[src/rtl/gat_pkg.sv]
// Shared types and default sizing for the GAT softmax coefficient path.
// Imported by the coefficient packer, its bank and its bus interface.
package gat_pkg;

  localparam int DEF_DATA_WIDTH   = 8;
  localparam int DEF_NUM_OF_NODES = 5;
  localparam logic [DEF_DATA_WIDTH-1:0] DEF_PAD_VALUE = 8'h80;
  localparam int DEF_CNT_W        = $clog2(DEF_NUM_OF_NODES + 1);

  typedef enum logic [1:0] {
    COLLECT = 2'd0,
    DRAIN   = 2'd1,
    HOLD    = 2'd2
  } state_e;

endpackage

[src/rtl/coef_packer_if.sv]
// Coefficient beat stream in, packed vector toward softmax out.
// master = upstream/softmax side, slave = packer side.
interface coef_packer_if
  import gat_pkg::*;
#(
  parameter int DATA_WIDTH   = DEF_DATA_WIDTH,
  parameter int NUM_OF_NODES = DEF_NUM_OF_NODES
);
  localparam int CNT_W = $clog2(NUM_OF_NODES + 1);

  logic                               coef_valid_i;
  logic                               coef_ready_o;
  logic [DATA_WIDTH-1:0]              coef_data_i;
  logic                               coef_last_i;
  logic                               sm_valid_o;
  logic                               sm_ready_i;
  logic [NUM_OF_NODES*DATA_WIDTH-1:0] coef_o;
  logic [CNT_W-1:0]                   num_valid_o;
  logic                               overflow_o;

  modport master (
    output coef_valid_i, coef_data_i, coef_last_i, sm_ready_i,
    input  coef_ready_o, sm_valid_o, coef_o, num_valid_o, overflow_o
  );

  modport slave (
    input  coef_valid_i, coef_data_i, coef_last_i, sm_ready_i,
    output coef_ready_o, sm_valid_o, coef_o, num_valid_o, overflow_o
  );

endinterface

[src/rtl/coef_bank.sv]
// NUM_OF_NODES-slot coefficient register file: indexed write, sync clear to PAD,
// flattened read with slot 0 in the MSBs. Single-cycle write, no backpressure.
module coef_bank
  import gat_pkg::*;
#(
  parameter int DATA_WIDTH   = DEF_DATA_WIDTH,
  parameter int NUM_OF_NODES = DEF_NUM_OF_NODES,
  parameter logic [DATA_WIDTH-1:0] PAD_VALUE = {1'b1, {(DATA_WIDTH-1){1'b0}}}
) (
  input  logic                               clk,
  input  logic                               rst,
  input  logic                               clr_i,
  input  logic                               wr_en_i,
  input  logic [$clog2(NUM_OF_NODES+1)-1:0]  wr_idx_i,
  input  logic [DATA_WIDTH-1:0]              wr_dat_i,
  output logic [NUM_OF_NODES*DATA_WIDTH-1:0] flat_o
);

  logic [DATA_WIDTH-1:0] slot_q [NUM_OF_NODES];
  logic [DATA_WIDTH-1:0] slot_d [NUM_OF_NODES];

  // Clear wins over write; the controller never asks for both on one bank.
  always_comb begin
    slot_d = slot_q;
    if (clr_i) begin
      for (int k = 0; k < NUM_OF_NODES; k++) begin
        slot_d[k] = PAD_VALUE;
      end
    end else if (wr_en_i) begin
      slot_d[wr_idx_i] = wr_dat_i;
    end
  end

  always_ff @(posedge clk) begin
    if (rst) begin
      for (int k = 0; k < NUM_OF_NODES; k++) begin
        slot_q[k] <= PAD_VALUE;
      end
    end else begin
      slot_q <= slot_d;
    end
  end

  always_comb begin
    flat_o = '0;
    for (int k = 0; k < NUM_OF_NODES; k++) begin
      flat_o[DATA_WIDTH*(NUM_OF_NODES-k)-1 -: DATA_WIDTH] = slot_q[k];
    end
  end

endmodule

[src/rtl/coef_packer.sv]
// Packs a valid/ready coefficient stream into a padded vector for softmax; vector valid the cycle after the last beat.
// Input stalls while no bank is free; COEF_PACKER_PING_PONG_EN adds a second bank so collection overlaps the held vector.
module coef_packer
  import gat_pkg::*;
#(
  parameter int DATA_WIDTH   = DEF_DATA_WIDTH,
  parameter int NUM_OF_NODES = DEF_NUM_OF_NODES,
  parameter logic [DATA_WIDTH-1:0] PAD_VALUE = {1'b1, {(DATA_WIDTH-1){1'b0}}}
) (
  input  logic         clk,
  input  logic         rst,
  coef_packer_if.slave bus
);

  localparam int CNT_W = $clog2(NUM_OF_NODES + 1);
`ifdef COEF_PACKER_PING_PONG_EN
  localparam int NB = 2;
`else
  localparam int NB = 1;
`endif

  function automatic logic flip(input logic b);
    return (NB == 2) ? ~b : 1'b0;
  endfunction

  state_e           state_q, state_d;
  logic [CNT_W-1:0] idx_q, idx_d;
  logic [CNT_W-1:0] cnt_q [NB];
  logic [CNT_W-1:0] cnt_d [NB];
  logic [NB-1:0]    full_q, full_d;
  logic             wr_bank_q, wr_bank_d;
  logic             rd_bank_q, rd_bank_d;
  logic             ready_q, ready_d;
  logic             sm_valid_q, sm_valid_d;
  logic             overflow_q, overflow_d;

  logic                               coef_xfer, sm_xfer;
  logic [NB-1:0]                      bank_wr_en, bank_clr;
  logic [NUM_OF_NODES*DATA_WIDTH-1:0] bank_flat [NB];

  assign coef_xfer = bus.coef_valid_i && ready_q;
  assign sm_xfer   = sm_valid_q && bus.sm_ready_i;

  always_comb begin
    state_d    = state_q;
    idx_d      = idx_q;
    cnt_d      = cnt_q;
    full_d     = full_q;
    wr_bank_d  = wr_bank_q;
    rd_bank_d  = rd_bank_q;
    overflow_d = overflow_q;
    bank_wr_en = '0;
    bank_clr   = '0;

    // Release the presented bank; it is never the bank being written.
    if (sm_xfer) begin
      full_d[rd_bank_q]   = 1'b0;
      cnt_d[rd_bank_q]    = '0;
      bank_clr[rd_bank_q] = 1'b1;
      rd_bank_d           = flip(rd_bank_q);
    end

    if (coef_xfer) begin
      if (state_q == COLLECT) begin
        bank_wr_en[wr_bank_q] = 1'b1;
        idx_d                 = idx_q + CNT_W'(1);
      end
      if (bus.coef_last_i) begin
        full_d[wr_bank_q] = 1'b1;
        cnt_d[wr_bank_q]  = (state_q == DRAIN) ? CNT_W'(NUM_OF_NODES)
                                               : idx_q + CNT_W'(1);
        wr_bank_d         = flip(wr_bank_q);
        idx_d             = '0;
      end else if (state_q == COLLECT && idx_q == CNT_W'(NUM_OF_NODES - 1)) begin
        state_d    = DRAIN;
        overflow_d = 1'b1;
      end
    end

    // HOLD means the next bank to fill is still occupied.
    if (coef_xfer && bus.coef_last_i) begin
      state_d = full_d[wr_bank_d] ? HOLD : COLLECT;
    end else if (state_q == HOLD && !full_d[wr_bank_q]) begin
      state_d = COLLECT;
    end

    ready_d    = (state_d != HOLD);
    sm_valid_d = full_d[rd_bank_d];
  end

  always_ff @(posedge clk) begin
    if (rst) begin
      state_q    <= COLLECT;
      idx_q      <= '0;
      for (int b = 0; b < NB; b++) begin
        cnt_q[b] <= '0;
      end
      full_q     <= '0;
      wr_bank_q  <= 1'b0;
      rd_bank_q  <= 1'b0;
      ready_q    <= 1'b0;
      sm_valid_q <= 1'b0;
      overflow_q <= 1'b0;
    end else begin
      state_q    <= state_d;
      idx_q      <= idx_d;
      cnt_q      <= cnt_d;
      full_q     <= full_d;
      wr_bank_q  <= wr_bank_d;
      rd_bank_q  <= rd_bank_d;
      ready_q    <= ready_d;
      sm_valid_q <= sm_valid_d;
      overflow_q <= overflow_d;
    end
  end

  for (genvar b = 0; b < NB; b++) begin : g_bank
    coef_bank #(
      .DATA_WIDTH  (DATA_WIDTH),
      .NUM_OF_NODES(NUM_OF_NODES),
      .PAD_VALUE   (PAD_VALUE)
    ) u_bank (
      .clk     (clk),
      .rst     (rst),
      .clr_i   (bank_clr[b]),
      .wr_en_i (bank_wr_en[b]),
      .wr_idx_i(idx_q),
      .wr_dat_i(bus.coef_data_i),
      .flat_o  (bank_flat[b])
    );
  end

  assign bus.coef_ready_o = ready_q;
  assign bus.sm_valid_o   = sm_valid_q;
  assign bus.coef_o       = bank_flat[rd_bank_q];
  assign bus.num_valid_o  = cnt_q[rd_bank_q];
  assign bus.overflow_o   = overflow_q;

endmodule

[src/flat_wrapper.sv]
// flat-port wrapper written by rule: the top's interface ports become plain ports
module coef_packer_flat import gat_pkg::*;
#(
  parameter int DATA_WIDTH   = DEF_DATA_WIDTH,
  parameter int NUM_OF_NODES = DEF_NUM_OF_NODES,
  parameter logic [DATA_WIDTH-1:0] PAD_VALUE = {1'b1, {(DATA_WIDTH-1){1'b0}}}
)
  (clk, rst, bus_coef_valid_i, bus_coef_data_i, bus_coef_last_i, bus_sm_ready_i, bus_coef_ready_o, bus_sm_valid_o, bus_coef_o, bus_num_valid_o, bus_overflow_o);
  coef_packer_if #(.DATA_WIDTH(DATA_WIDTH), .NUM_OF_NODES(NUM_OF_NODES)) bus_i ();
  input  logic clk;
  input  logic rst;
  input wire logic [$bits(bus_i.coef_valid_i)-1:0] bus_coef_valid_i;
  input wire logic [$bits(bus_i.coef_data_i)-1:0] bus_coef_data_i;
  input wire logic [$bits(bus_i.coef_last_i)-1:0] bus_coef_last_i;
  input wire logic [$bits(bus_i.sm_ready_i)-1:0] bus_sm_ready_i;
  output wire logic [$bits(bus_i.coef_ready_o)-1:0] bus_coef_ready_o;
  output wire logic [$bits(bus_i.sm_valid_o)-1:0] bus_sm_valid_o;
  output wire logic [$bits(bus_i.coef_o)-1:0] bus_coef_o;
  output wire logic [$bits(bus_i.num_valid_o)-1:0] bus_num_valid_o;
  output wire logic [$bits(bus_i.overflow_o)-1:0] bus_overflow_o;
  assign bus_i.coef_valid_i = bus_coef_valid_i;
  assign bus_i.coef_data_i = bus_coef_data_i;
  assign bus_i.coef_last_i = bus_coef_last_i;
  assign bus_i.sm_ready_i = bus_sm_ready_i;
  assign bus_coef_ready_o = bus_i.coef_ready_o;
  assign bus_sm_valid_o = bus_i.sm_valid_o;
  assign bus_coef_o = bus_i.coef_o;
  assign bus_num_valid_o = bus_i.num_valid_o;
  assign bus_overflow_o = bus_i.overflow_o;
  coef_packer #(.DATA_WIDTH(DATA_WIDTH), .NUM_OF_NODES(NUM_OF_NODES), .PAD_VALUE(PAD_VALUE)) u_core (.clk(clk), .rst(rst), .bus(bus_i));
endmodule
[config.mk]
export PLATFORM = sky130hd
export DESIGN_NAME = coef_packer_flat
export DESIGN_NICKNAME = d
export VERILOG_FILES = /design/src/rtl/gat_pkg.sv /design/src/rtl/coef_packer_if.sv /design/src/rtl/coef_bank.sv /design/src/rtl/coef_packer.sv /design/src/flat_wrapper.sv
export SDC_FILE = /design/constraint.sdc
export NUM_CORES = 1
export LEC_CHECK = 0
export BUFFER_PORTS_ARGS = -buffer_cell sky130_fd_sc_hd__clkbuf_2
export CAP_MARGIN = 15
export CELL_PAD_IN_SITES_DETAIL_PLACEMENT = 0
export CELL_PAD_IN_SITES_GLOBAL_PLACEMENT = 2
export CORE_ASPECT_RATIO = 0.5
export CORE_MARGIN = 5
export CORE_UTILIZATION = 35
export DETAILED_ROUTE_END_ITERATION = 7
export PLACE_DENSITY_LB_ADDON = 0.25
export SLEW_MARGIN = 20
export SYNTH_ARGS = -nofsm -noshare
export SYNTH_HDL_FRONTEND = slang
export SYNTH_HIERARCHICAL = 1
export SYNTH_SLANG_ARGS = --single-unit
[constraint.sdc]
create_clock -name clk -period 2.6 [get_ports clk]
set_input_delay 0.52 -clock clk [delete_from_list [all_inputs] [get_ports clk]]
set_output_delay 0.52 -clock clk [all_outputs]
set_load 0.02 [all_outputs]
# ---- Word level (Yosys, flattened, before mapping)
# Cells that the tools add are included.
# Widths: inputs -> output; s select.
dict set report totals {
  elab_cells 82
  n_memories 0
  ramBits 0
  rom_bits 0
  latch_bits 0
  input_bits 13
  ff_bits 54
}
dict set report classes {
  reduce_logical 14
  mux 34
  bitwise_logic 7
  n_lt_le_gt_ge 8
  n_eq_ne 4
  shift 0
  mul 0
  n_div 0
  n_addsub 1
}
# op n
set op_table {}
lappend op_table {{$bwmux 40} 1}
lappend op_table {{$mux 40} 1}
lappend op_table {{$mux 3} 9}
lappend op_table {{$demux 8 s3} 1}
lappend op_table {{$mux 1} 14}
lappend op_table {{$mux 2} 6}
lappend op_table {{$logic_and 1x1->1} 8}
lappend op_table {{$mux 8} 1}
lappend op_table {{$ge 4x4->1 const B} 1}
lappend op_table {{$lt 1x1->1 const B} 4}
lappend op_table {{$lt 4x1->1 const B} 1}
lappend op_table {{$not 3->4} 1}
lappend op_table {{$add 3x1->3 const B} 1}
lappend op_table {{$and 3x3->3} 1}
lappend op_table {{$bwmux 3} 1}
lappend op_table {{$eq 3x3->1 const B} 1}
lappend op_table {{$not 3->3} 1}
lappend op_table {{$reduce_and 3->1} 1}
lappend op_table {{$eq 2x1->1 const B} 1}
lappend op_table {{$eq 2x2->1 const B} 1}
lappend op_table {{$ge 1x1->1 const B} 2}
lappend op_table {{$logic_not 2->1} 1}
lappend op_table {{$ne 2x2->1 const B} 1}
lappend op_table {{$not 1->1} 2}
lappend op_table {{6 further kinds} 6}

# ---- Longest topological paths before layout
# Gate-level depths: netlist of the first run.
dict set report depth {
  depth_word 15
  mapped_depth 6
  depth_no_buf 5
}

# ---- Modules after synthesis
# Netlist of the first run, hierarchy kept.
# mod area_per_inst_um2 instances cells_each
set modules_own_cells {}
lappend modules_own_cells {coef_bank 1734.2 1 149}
lappend modules_own_cells {coef_packer 490.5 1 56}

# ---- Worst setup path after synthesis of the first run
# OpenSTA, ideal clock, no wires.
dict set report synth_timing {
  path_type {in2reg}
  start {in bus_coef_valid_i}
  end {reg u_core.g_bank[0].u_bank.slot_q, in the netlist u_core/g_bank[0].u_bank/flat_o[33]}
  t_arrival_ns 1.573
  setup_slack_ns 0.908
  path_stages 6
  n_path_buf 2
  cell_sequence {nand4bb_1 buf_2 inv_1 or4b_4 buf_6 mux2i_1}
}
dict set report synth_via {
  elab_chain_cells 2
}
# item line_no
set synth_rtl {}
lappend synth_rtl {{start: declaration} flat_wrapper.sv:12} ;# input wire logic [$bits(bus_i.coef_valid_i)-1:0] bus_coef_valid_i;
lappend synth_rtl {{$logic_and 1x1->1} coef_packer.sv:41} ;# assign coef_xfer = bus.coef_valid_i && ready_q;
lappend synth_rtl {{$mux 1} coef_packer.sv:63} ;# if (coef_xfer) begin
lappend synth_rtl {{named net u_core.bank_wr_en} coef_packer.sv:38} ;# logic [NB-1:0] bank_wr_en, bank_clr;
lappend synth_rtl {{end signal: assignment} coef_bank.sv:40} ;# slot_q <= slot_d;
lappend synth_rtl {{end: declaration} coef_bank.sv:19} ;# logic [DATA_WIDTH-1:0] slot_q [NUM_OF_NODES];
# The timed path passes the listed nets, and every way through them passes these cells.
# A chain may end at the register's enable or synchronous reset.

# ---- Final worst setup path of the first run
dict set report layout_timing {
  start {reg u_core.state_q[0]}
  end {reg u_core.g_bank[0].u_bank.slot_q, in the netlist u_core/g_bank[0].u_bank/flat_o[36]}
}
dict set report layout_via {
  elab_chain_cells 3
}
# item line_no
set layout_rtl {}
lappend layout_rtl {{start: declaration} coef_packer.sv:26} ;# state_e state_q, state_d;
lappend layout_rtl {{start signal: assignment} coef_packer.sv:105} ;# state_q <= state_d;
lappend layout_rtl {{$logic_not 2->1} coef_packer.sv:64} ;# if (state_q == COLLECT) begin
lappend layout_rtl {{$mux 1} coef_packer.sv:64}
lappend layout_rtl {{$mux 1} coef_packer.sv:63}
lappend layout_rtl {{named net u_core.bank_wr_en} coef_packer.sv:38}
# The timed path passes the listed nets, and every way through them passes these cells.

==> impl_metrics.csv, run 1 <==
group,metric,value,unit
status,outcome,"completed",
yosys,yosysSeqAreaShare,0.4589,
timing,fmax,595.2,MHz
clocking,htreeDepth,2,
critical_path,end_kind,"flop",
timing,period_needed,1680,ps
place,postPlaceCellArea,0.002615,mm^2
routing,num_vias,1668,
yosys,synth.distinct_cells,32,
timing,setup_viol,0,
critical_path,r2r-start,"u_core/state_q[0]$_SDFF_PP0_",
critical_path,crit_path_max_fanout,8,
yosys,syn-cell-area,0.002225,mm^2
grt,grt_usage,0.1475,
run,max_cap_violations,0,
timing,final.setup.tns,0,ps
clocking,cts_hold_buf,0,
clocking,insertion_delay,290,ps
cells_and_area,final_cell_mix,"58 x clkbuf_2, 51 x dfxtp_1, 40 x mux2i_1, 28 x or3b_2, 15 x or3b_1",
timing,skew,8.472,ps
place,io_buffers,58,
routing,ant_nets,0,
cells_and_area,area_delta_synth_final,25.08,%
routing,drtPass1Iterations,4,
critical_path,startpoint_type,"flop",
power_and_ir_drop,power_density,596.6,mW/mm^2
clocking,cts_root_buffer,"clkbuf_16",
timing,rsz0062_at_grt,"false",
critical_path,setup.worst_path.class,"flop to flop",
power_and_ir_drop,fin_total_pwr,1.660,mW
cells_and_area,final_common_cell,"clkbuf_2",
clocking,cts_resized,0,
grt,grt_pass1_vias,1653,
hold_path,hp-start,"u_core/cnt_q[1]$_SDFF_PP0_",
yosys,syn_nets,220,
critical_path,startpoint,"u_core/state_q[0]$_SDFF_PP0_",
cells_and_area,finalNetCount,276,
floorplan,pin_count,59,
cells_and_area,final_layout_size_suffix_gt1_frac,0.4046,
clocking,cts_tree,"yes",
power_and_ir_drop,peakVddDrop,0.0002495,V
cells_and_area,fin_area,0.002783,mm^2
timing,slew_headroom,0.4572,
routing,wl_per_cell,15.95,um
place,dp.final_hpwl,3918,um
yosys,synth.top_cell.area_share,0.4589,
floorplan,initial_core_util,0.3643,
yosys,avgSynthCellArea,10.85,um^2
timing,worst_slew_pin_slew,814.3,ps
grt,grt_max_degree,50,
yosys,yosysTopAreaCell,"dfxtp_1",
floorplan,rows,20,
yosys,syn_inst,205,
yosys,yosysWarnings,6,
yosys,ys_top_cells_by_area,"dfxtp_1 46%, mux2i_1 18%, or3b_2 11%",
routing,drt_wl_total,5583,um
hold_path,worstHoldPathType,"flop to flop",
timing,period_share,0.6462,
cells_and_area,antenna_cells,0,
floorplan,die_area,0.008148,mm^2
routing,via_per_inst,4.766,
floorplan,fp.dieH,66.38,um
critical_path,crit_arrival,1850,ps
yosys,synth_seq_cells,51,
power_and_ir_drop,p_leak,1.289,nW
floorplan,fp.dieW,122.8,um
place,gp_congestion,0.7539,
grt,antenna_found_initial,0,
grt,grt_pass1_wl,9232,um
clocking,clkSlewWorstSetupHoldPaths,70,ps
critical_path,cp_data_required_time,2770,ps
floorplan,core_area,0.006106,mm^2
clocking,clock_path_buffers,2,
cells_and_area,fill_cells,612,
clocking,cts_made_buffers,5,
clocking,post_cts_buffers,0,
routing,drt_iter0_drc,66,
timing,slew_viol_final,0,
grt,overflow,0,
routing,drcViolationCount,0,
timing,finalHoldViolCount,0,
clocking,cts_sinks,51,
-- path summary, 6_finish.rpt --
kind                                                                         to  cells after the start  slack (ps)
worst max-delay path            u_core/g_bank[0].u_bank/flat_o[36]$_SDFFE_PP0P_                      5         920
worst min-delay path                                 u_core/cnt_q[1]$_SDFF_PP0_                      2         470
worst max register to register  u_core/g_bank[0].u_bank/flat_o[36]$_SDFFE_PP0P_                      5         920
worst min register to register                       u_core/cnt_q[1]$_SDFF_PP0_                      2         470
-- stage by stage --
| stage | util | instances | setup WS (ps) | hold WS, ps |
|---|---|---|---|---|
| 3_5_place_dp | 0.4283 | 342 | 651.5 | 463.1 |
| 3_3_place_gp | 0.4283 | 342 | 682.9 | 458.4 |
| 4_1_cts | 0.4557 | 350 | 918.2 | 471.7 |
| 2_1_floorplan | - | 205 | 908.1 | 464.9 |
| 6_report | 0.4557 | 350 | 919.9 | 469.0 |
| 5_1_grt | 0.4557 | 350 | 805.3 | 511.6 |
-- where the power goes --
group | total [mW] | leakage (nW) | internal, mW | switching, mW
Combinational | 0.111 | 0.795 | 0.0439 | 0.0669
Clock | 0.747 | 0.0815 | 0.458 | 0.289
Sequential | 0.802 | 0.413 | 0.793 | 0.00868
Total | 1.66 | 1.29 | 1.30 | 0.365
-- state kept, by name, summed over array words and instances (netlist names) --
| register | count |
|---|---|
| u_core/g_bank.u_bank/flat_o | 40 |
| u_core/cnt_q | 3 |
| u_core/idx_q | 3 |
| u_core/state_q | 2 |
| u_core/bus.coef_ready_o | 1 |
| u_core/bus.overflow_o | 1 |
| u_core/full_q | 1 |
-- cell families (layout without fill, tap and decap cells) --
kind of cell / after synthesis / in the layout / synth area share
multiplexers: 40 / 40 / 0.1800
AND/OR/NAND/NOR: 75 / 75 / 0.2610
AO/OA/AOI/OAI: 14 / 14 / 0.04275
flip-flops: 51 / 51 / 0.4589
adder cells (fa/ha/maj): 2 / 2 / 0.01125
buffers and inverters: 23 / 80 / 0.04612
-- cell usage after synthesis, drive strengths merged --
master   instances
a211o            1
a211oi           1
a21oi            7
a311oi           2
and2             1
and3             1
buf              8
clkbuf          10
dfxtp           51
ha               2
inv              5
mux2i           40
nand2            2
nand2b           2
nand3            6
nand4b           1
nand4bb          3
nor2             3
nor2b            1
nor3             7
nor4b            1
nor4bb           1
o21a             1
o21ai            1
o21ba            1
or2b             1
or3              1
or3b            43
or4b             1
-- layout make-up --
cell class                      count  area (um^2)  share of cell area
Timing Repair Buffer               67        357.8              0.1286
Clock buffer                        6        128.9             0.04631
Tap cell                           88        110.1             0.03957
Sequential cell                    51         1021              0.3669
Clock inverter                      2        38.79             0.01394
Multi-Input combinational cell    131         1107              0.3979
Inverter                            5        18.77            0.006745
-- metal layers --
metal | GRT usage | part of all wire | vias up | routed length, um
li1 | - | - | 853 | -
met2 | 0.2148 | 0.41 | 37 | 2299
met1 | 0.2068 | 0.53 | 772 | 2938
met4 | 0.04463 | 0.011 | 0 | 62
met3 | 0.04530 | 0.051 | 6 | 282
met5 | 0 | 0 | - | 0
-- critical path, stage by stage, from the launching register on --
cell and delay [ps]:
dfxtp_1 340, nand4bb_1 190, buf_4 180, inv_1 130, or4b_4 580, mux2i_1 150
Power figures use the tool's default switching activity.
==> run 2: changes to the inputs <==
ABC_AREA = 1   (was unset)
CORE_UTILIZATION = 25   (was 35)
clock period = 1.3 ns   (was 2.6 ns; I/O delays follow)
==> run 2 against run 1 <==
Against the previous run:
- register-to-register slack worse by 870 ps
- worst hold slack got worse by 220 ps
- synthesized cell count up 51%
- largest power group unchanged
==> impl_metrics.csv, run 2 <==
group,metric,value,unit
floorplan,pin_count,59,
critical_path,end_kind,"flop",
power_and_ir_drop,power_frac_comb,0.108,
clocking,cts_root_buffer,"clkbuf_16",
clocking,clock_path_buffers,2,
place,dp_slack,-47.04,ps
yosys,ys_top_cells_by_area,"dfxtp_1 48%, nor2_1 14%, nand2_1 13%",
critical_path,crit_path_max_fanout,24,
cells_and_area,layout.area.seq,0.001023,mm^2
clocking,htreeDepth,2,
critical_path,startpoint,"u_core/state_q[1]$_SDFF_PP0_",
floorplan,rows,23,
cells_and_area,final_layout_size_suffix_gt1_frac,0.2701,
timing,worst_slew_pin_slew,295.4,ps
routing,via_per_inst,4.213,
power_and_ir_drop,p_leak,1.359,nW
timing,fmax,801.8,MHz
yosys,syn-cell-area,0.002145,mm^2
cells_and_area,area_delta_synth_final,34.66,%
status,outcome,"completed",
critical_path,crit_slowest_cell,"dfxtp_1",
grt,antenna_found_initial,0,
grt,grt_pass1_vias,2002,
clocking,cts_made_buffers,5,
yosys,synth_common_cells,"80 x nor2_1, 72 x nand2_1, 51 x dfxtp_1, 47 x nand3_1, 23 x inv_1",
critical_path,timing.rr.end,"u_core/g_bank[0].u_bank/flat_o[34]$_SDFFE_PP0P_",
yosys,synth.most_common_cell,"nor2_1",
cells_and_area,finalNetCount,400,
cells_and_area,utilization,0.3533,
routing,num_vias,2094,
cells_and_area,final_cell_mix,"79 x nor2_1, 70 x nand2_1, 58 x clkbuf_2, 49 x dfxtp_1, 47 x nand3_1",
routing,drcViolationCount,0,
hold_path,worstHoldPathType,"primary input to flop",
place,dp.final_hpwl,4621,um
timing,setup_viol,0,
clocking,cts_tree,"yes",
run,max_cap_violations,0,
routing,drt_iter0_drc,95,
critical_path,crit_chain,"inv_2 -> nand2_1 -> nor2_4 -> inv_1 -> nor2_4 -> buf_12 -> nand3_1 -> nand2_1 -> nor2_1",
clocking,clkSlewWorstSetupHoldPaths,70,ps
yosys,synth_seq_cells,51,
critical_path,max_stage_delay,310,ps
yosys,ys.flop_type,"dfxtp_1",
power_and_ir_drop,netSwitchingPower,0.8331,mW
timing,finalHoldViolCount,0,
power_and_ir_drop,p_seq_frac,0.468,
cells_and_area,largest_register_ffs,40,
clocking,insertion_delay,290,ps
critical_path,critPathTopFamily,"simple AND/OR/NAND/NOR gates",
timing,hold_ws,247.2,ps
floorplan,core_area,0.008173,mm^2
cells_and_area,multi_input_area,983.4,um^2
yosys,async_flop_share,0,
yosys,yosysSeqAreaShare,0.4761,
timing,slew_viol_final,0,
critical_path,r2r_slack,50,ps
critical_path,setup.worst_path.class,"flop to flop",
timing,rsz0062_at_grt,"true",
critical_path,startpoint_type,"flop",
grt,overflow,0,
cells_and_area,final_common_cell,"nor2_1",
place,gp_congestion,0.7937,
critical_path,crit_end,"u_core/g_bank[0].u_bank/flat_o[34]$_SDFFE_PP0P_",
power_and_ir_drop,pwr-share-clk,0.424,
routing,drt_wl_total,6001,um
critical_path,r2r-start,"u_core/state_q[1]$_SDFF_PP0_",
yosys,synth-edff-count,0,
yosys,yosysTopAreaCell,"dfxtp_1",
routing,wl_per_cell,12.07,um
timing,slew_headroom,0.8028,
floorplan,fp.dieW,141.0,um
yosys,yosysWarnings,6,
yosys,syn_inst,310,
grt,grt_pass1_wl,9998,um
power_and_ir_drop,power_density,1202,mW/mm^2
power_and_ir_drop,peakVddDrop,0.0005181,V
yosys,synth.distinct_cells,20,
critical_path,crit_arrival,1430,ps
cells_and_area,fill_cells,896,
cells_and_area,antenna_cells,0,
critical_path,critPathBufInv,3,
routing,ant_nets,0,
routing,drtPass1Iterations,4,
yosys,syn_nets,325,
floorplan,initial_core_util,0.2624,
power_and_ir_drop,switching_share,0.2400,
grt,grt_max_degree,41,
timing,period_share,0.9594,
grt,grt_usage,0.1204,
critical_path,crit_cells,9,
yosys,avgSynthCellArea,6.918,um^2
timing,period_needed,1247,ps
critical_path,ff2ff_path_depth,9,
floorplan,fp.dieH,75.49,um
critical_path,cp_data_required_time,1480,ps
clocking,cts_hold_buf,0,
timing,setup_slack,52.73,ps
timing,skew,5.382,ps
clocking,post_cts_buffers,0,
clocking,cts_sinks,51,
floorplan,die_area,0.01064,mm^2
yosys,synth.top_cell.area_share,0.4761,
power_and_ir_drop,intPower,2.638,mW
place,io_buffers,58,
-- run 2: area by class of cell --
cell class              count  share of cell area
clock inverters             2             0.01300
inverters                  26             0.03466
multi-input cells         223              0.3406
clock buffers               5             0.04333
flip-flops and latches     51              0.3544
repair buffers             78              0.1655
well taps                 112             0.04853
-- run 2: power by group through the flow --
stage / clock [mW] / sequential [mW] / combinational (mW)
final: 1.47 / 1.62 / 0.377
after floorplan: 0 / 1.70 / 0.184
after global placement: 0 / 1.66 / 0.379
after detailed placement: 0 / 1.66 / 0.382
after CTS: 1.54 / 1.62 / 0.383
after global routing: 1.59 / 1.63 / 0.428
-- run 2: worst min-delay path by stage --
stage                                                   from                                               to  slack, ps  depth (start not counted)
final                                     bus_coef_data_i[7]  u_core/g_bank[0].u_bank/flat_o[39]$_SDFFE_PP1P_        250                          3
after global routing                      bus_coef_data_i[7]  u_core/g_bank[0].u_bank/flat_o[23]$_SDFFE_PP1P_        270                          3
after CTS                                 bus_coef_data_i[7]  u_core/g_bank[0].u_bank/flat_o[39]$_SDFFE_PP1P_        240                          3
after detailed placement  u_core/bus.overflow_o$_SDFFE_PP0P_               u_core/bus.overflow_o$_SDFFE_PP0P_        450                          2
after global placement    u_core/bus.overflow_o$_SDFFE_PP0P_               u_core/bus.overflow_o$_SDFFE_PP0P_        450                          2
after floorplan                           bus_coef_data_i[7]  u_core/g_bank[0].u_bank/flat_o[23]$_SDFFE_PP1P_        370                          2
-- run 2: worst register-to-register path, delay by kind of cell (launching register included) --
| family | cells | cell delay, ps |
|---|---|---|
| flops | 1 | 310 |
| buf+inv | 3 | 300 |
| simple gates | 6 | 520 |
-- run 2: repair_timing --
action,4_1_cts,5_1_grt
setup endpoints to repair,9,37
resized for setup,2,3
pin swaps,0,0
-- run 2: cells by family (layout without fill, tap and decap cells) --
logic type	count (synthesis)	count (layout)	share of synthesized area
adder cells (fa/ha/maj)	2	2	0.01167
AND/OR/NAND/NOR	210	210	0.4119
AO/OA/AOI/OAI	11	11	0.02684
flip-flops	51	51	0.4761
buffers and inverters	36	111	0.07351
-- run 2: metal layers --
layer | up-vias | wire, um | GRT usage | part of all wire
li1 | 1110 | - | - | -
met1 | 933 | 2787 | 0.1512 | 0.46
met2 | 43 | 2704 | 0.2060 | 0.45
met3 | 8 | 448 | 0.04075 | 0.075
met4 | 0 | 61 | 0.02578 | 0.010
met5 | - | 0 | 0 | 0
-- run 2: through the flow --
step / TNS [ps] / instances / cell area (um^2) / power [mW]
detailed placement: -526.7 / 490 / 2711 / 2.040
finish: 0 / 497 / 2888 / 3.471
global route: -1061 / 497 / 2888 / 3.647
global placement: -207.0 / 490 / 2711 / 2.038
floorplan: -67.29 / 310 / 2156 / 1.884
CTS: 0 / 497 / 2879 / 3.542
==> run 3: changes to the inputs <==
CORE_MARGIN = unset   (was 5)
==> run 3 against run 2 <==
Against the previous run:
- critical path depth unchanged
- fmax decreased by 0.63%
- sequential power about the same
- die area decreased by 16%
- worst hold slack got worse by 13 ps
- clock skew decreased by 3.6 ps
- highest routed layer unchanged
- final area decreased by 1.1%
- routed wire length increased by 1.6%
- non-clock buffer count unchanged
- combinational power about the same
- power decreased by 5.2%
- global-route usage increased by 2.5 points
==> impl_metrics.csv, run 3 (synthesis results as in run 2) <==
group,metric,value,unit
cells_and_area,final_common_cell,"nor2_1",
grt,grt_pass1_wl,9956,um
floorplan,pin_count,59,
run,max_cap_violations,0,
place,io_buffers,58,
timing,period_share,0.9655,
routing,drcViolationCount,0,
routing,via_per_inst,4.227,
timing,slew_viol_final,0,
power_and_ir_drop,p_leak,1.351,nW
floorplan,fp.dieH,67.49,um
power_and_ir_drop,p_seq_frac,0.493,
hold_path,hold_end,"u_core/cnt_q[0]$_SDFF_PP0_",
place,dp_cells,490,
routing,ant_nets,0,
place,dp.final_hpwl,4486,um
cells_and_area,antenna_cells,0,
power_and_ir_drop,pwr-share-clk,0.391,
timing,final.setup.tns,0,ps
timing,setup_viol,0,
clocking,cts_hold_buf,0,
routing,wl_per_cell,12.25,um
timing,finalHoldViolCount,0,
routing,num_vias,2105,
timing,slew_headroom,0.8040,
timing,period_needed,1255,ps
grt,grt_max_degree,41,
cells_and_area,finalNonFillerCells,498,
routing,drtPass1Iterations,4,
power_and_ir_drop,peakVddDrop,0.0004910,V
cells_and_area,final_cell_mix,"79 x nor2_1, 71 x nand2_1, 58 x clkbuf_2, 48 x dfxtp_1, 47 x nand3_1",
power_and_ir_drop,fin_total_pwr,3.291,mW
hold_path,hold_depth,2,
power_and_ir_drop,netSwitchingPower,0.8381,mW
clocking,clock_path_buffers,2,
clocking,clkSlewWorstSetupHoldPaths,60,ps
routing,drt_iter0_drc,83,
place,gp_congestion,0.7460,
power_and_ir_drop,power_frac_comb,0.115,
status,outcome,"completed",
floorplan,rows,23,
critical_path,r2r-start,"u_core/state_q[0]$_SDFF_PP0_",
power_and_ir_drop,intPower,2.453,mW
clocking,insertion_delay,290,ps
hold_path,worstHoldPathType,"primary input to flop",
critical_path,startpoint_type,"flop",
floorplan,initial_core_util,0.2633,
cells_and_area,finalNetCount,400,
power_and_ir_drop,switching_share,0.2547,
floorplan,core_area,0.008144,mm^2
timing,fmax,796.7,MHz
critical_path,timing.rr.end,"u_core/g_bank[0].u_bank/flat_o[35]$_SDFFE_PP0P_",
critical_path,end_kind,"flop",
clocking,cts_sinks,51,
critical_path,crit_path_max_fanout,24,
clocking,cts_made_buffers,5,
critical_path,cp_data_required_time,1490,ps
grt,antenna_found_initial,0,
routing,drt_wl_total,6100,um
floorplan,die_area,0.008975,mm^2
clocking,htreeDepth,2,
clocking,cts_tree,"yes",
critical_path,setup.worst_path.class,"flop to flop",
critical_path,r2r_slack,40,ps
cells_and_area,fill_cells,909,
grt,grt_usage,0.1459,
grt,grt_pass1_vias,2056,
critical_path,ff2ff_path_depth,9,
timing,worst_slew_pin_slew,293.7,ps
cells_and_area,area_delta_synth_final,33.20,%
critical_path,crit_arrival,1440,ps
power_and_ir_drop,power_density,1152,mW/mm^2
grt,overflow,0,
cells_and_area,largest_register_ffs,40,
timing,rsz0062_at_grt,"true",
timing,setup_slack,44.87,ps
place,dp_slack,-26.16,ps
timing,skew,1.780,ps
hold_path,hp-start,"rst",
floorplan,fp.dieW,133.0,um
cells_and_area,final_layout_size_suffix_gt1_frac,0.2668,
clocking,cts_root_buffer,"clkbuf_16",
[run 3: worst max-delay path, cell delays in order, from the launching register on]
cell and delay (ps):
dfxtp_1 330, inv_2 60, nand2_1 70, nor2_4 130, inv_1 80, nor2_4 100
buf_12 160, nand3_1 80, nand2_1 90, nor2_1 50
[run 3: layer usage]
layer | vias to the layer above | global-route usage | part of all wire
li1 | 1112 | - | -
met1 | 950 | 0.1905 | 0.50
met2 | 39 | 0.2376 | 0.45
met3 | 4 | 0.04279 | 0.045
met4 | 0 | 0.03879 | 0.0072
met5 | - | 0 | 0
[run 3: how the worst max path moves through the flow]
stage | from | endpoint | slack [ps] | cells after the start
finish | u_core/state_q[0]$_SDFF_PP0_ | u_core/g_bank[0].u_bank/flat_o[35]$_SDFFE_PP0P_ | 40 | 9
global route | u_core/state_q[0]$_SDFF_PP0_ | u_core/g_bank[0].u_bank/flat_o[34]$_SDFFE_PP0P_ | -80 | 9
CTS | u_core/state_q[0]$_SDFF_PP0_ | u_core/g_bank[0].u_bank/flat_o[25]$_SDFFE_PP0P_ | 10 | 8
detailed placement | bus_coef_valid_i | u_core/g_bank[0].u_bank/flat_o[25]$_SDFFE_PP0P_ | -30 | 8
global placement | bus_coef_valid_i | u_core/g_bank[0].u_bank/flat_o[9]$_SDFFE_PP0P_ | 10 | 8
floorplan | u_core/bus.coef_ready_o$_SDFF_PP0_ | u_core/g_bank[0].u_bank/flat_o[12]$_SDFFE_PP0P_ | -10 | 8
[run 3: power by group through the flow]
stage	clock, mW	sequential, mW	combinational [mW]
4_1_cts	1.34	1.62	0.383
3_5_place_dp	0	1.66	0.382
5_1_grt	1.42	1.63	0.421
3_3_place_gp	0	1.66	0.379
2_1_floorplan	0	1.70	0.184
6_report	1.29	1.62	0.379
[run 3: timing repair]
item	4_1_cts	5_1_grt
setup endpoints to repair	14	42
pin swaps	0	1
setup buffers	0	0
resized for setup	1	3
[run 3: final cells by class]
cell class                 instances  area, um^2  share of cell area
sequential                        51        1025              0.3587
tap                              112       140.1             0.04906
inverter                          26       100.1             0.03504
timing repair buffer              78       478.0              0.1673
clock buffer                       7       132.6             0.04643
clock inverter                     1       5.005            0.001752
multi-input combinational        223       975.9              0.3417
[run 3: metrics by stage]
step	hold slack, ps	utilization	area [um^2]
floorplan	373.2	-	2156
global placement	447.2	0.3329	2711
detailed placement	446.4	0.3329	2711
CTS	229.3	0.3501	2851
global route	228.0	0.3507	2856
finish	234.2	0.3507	2856
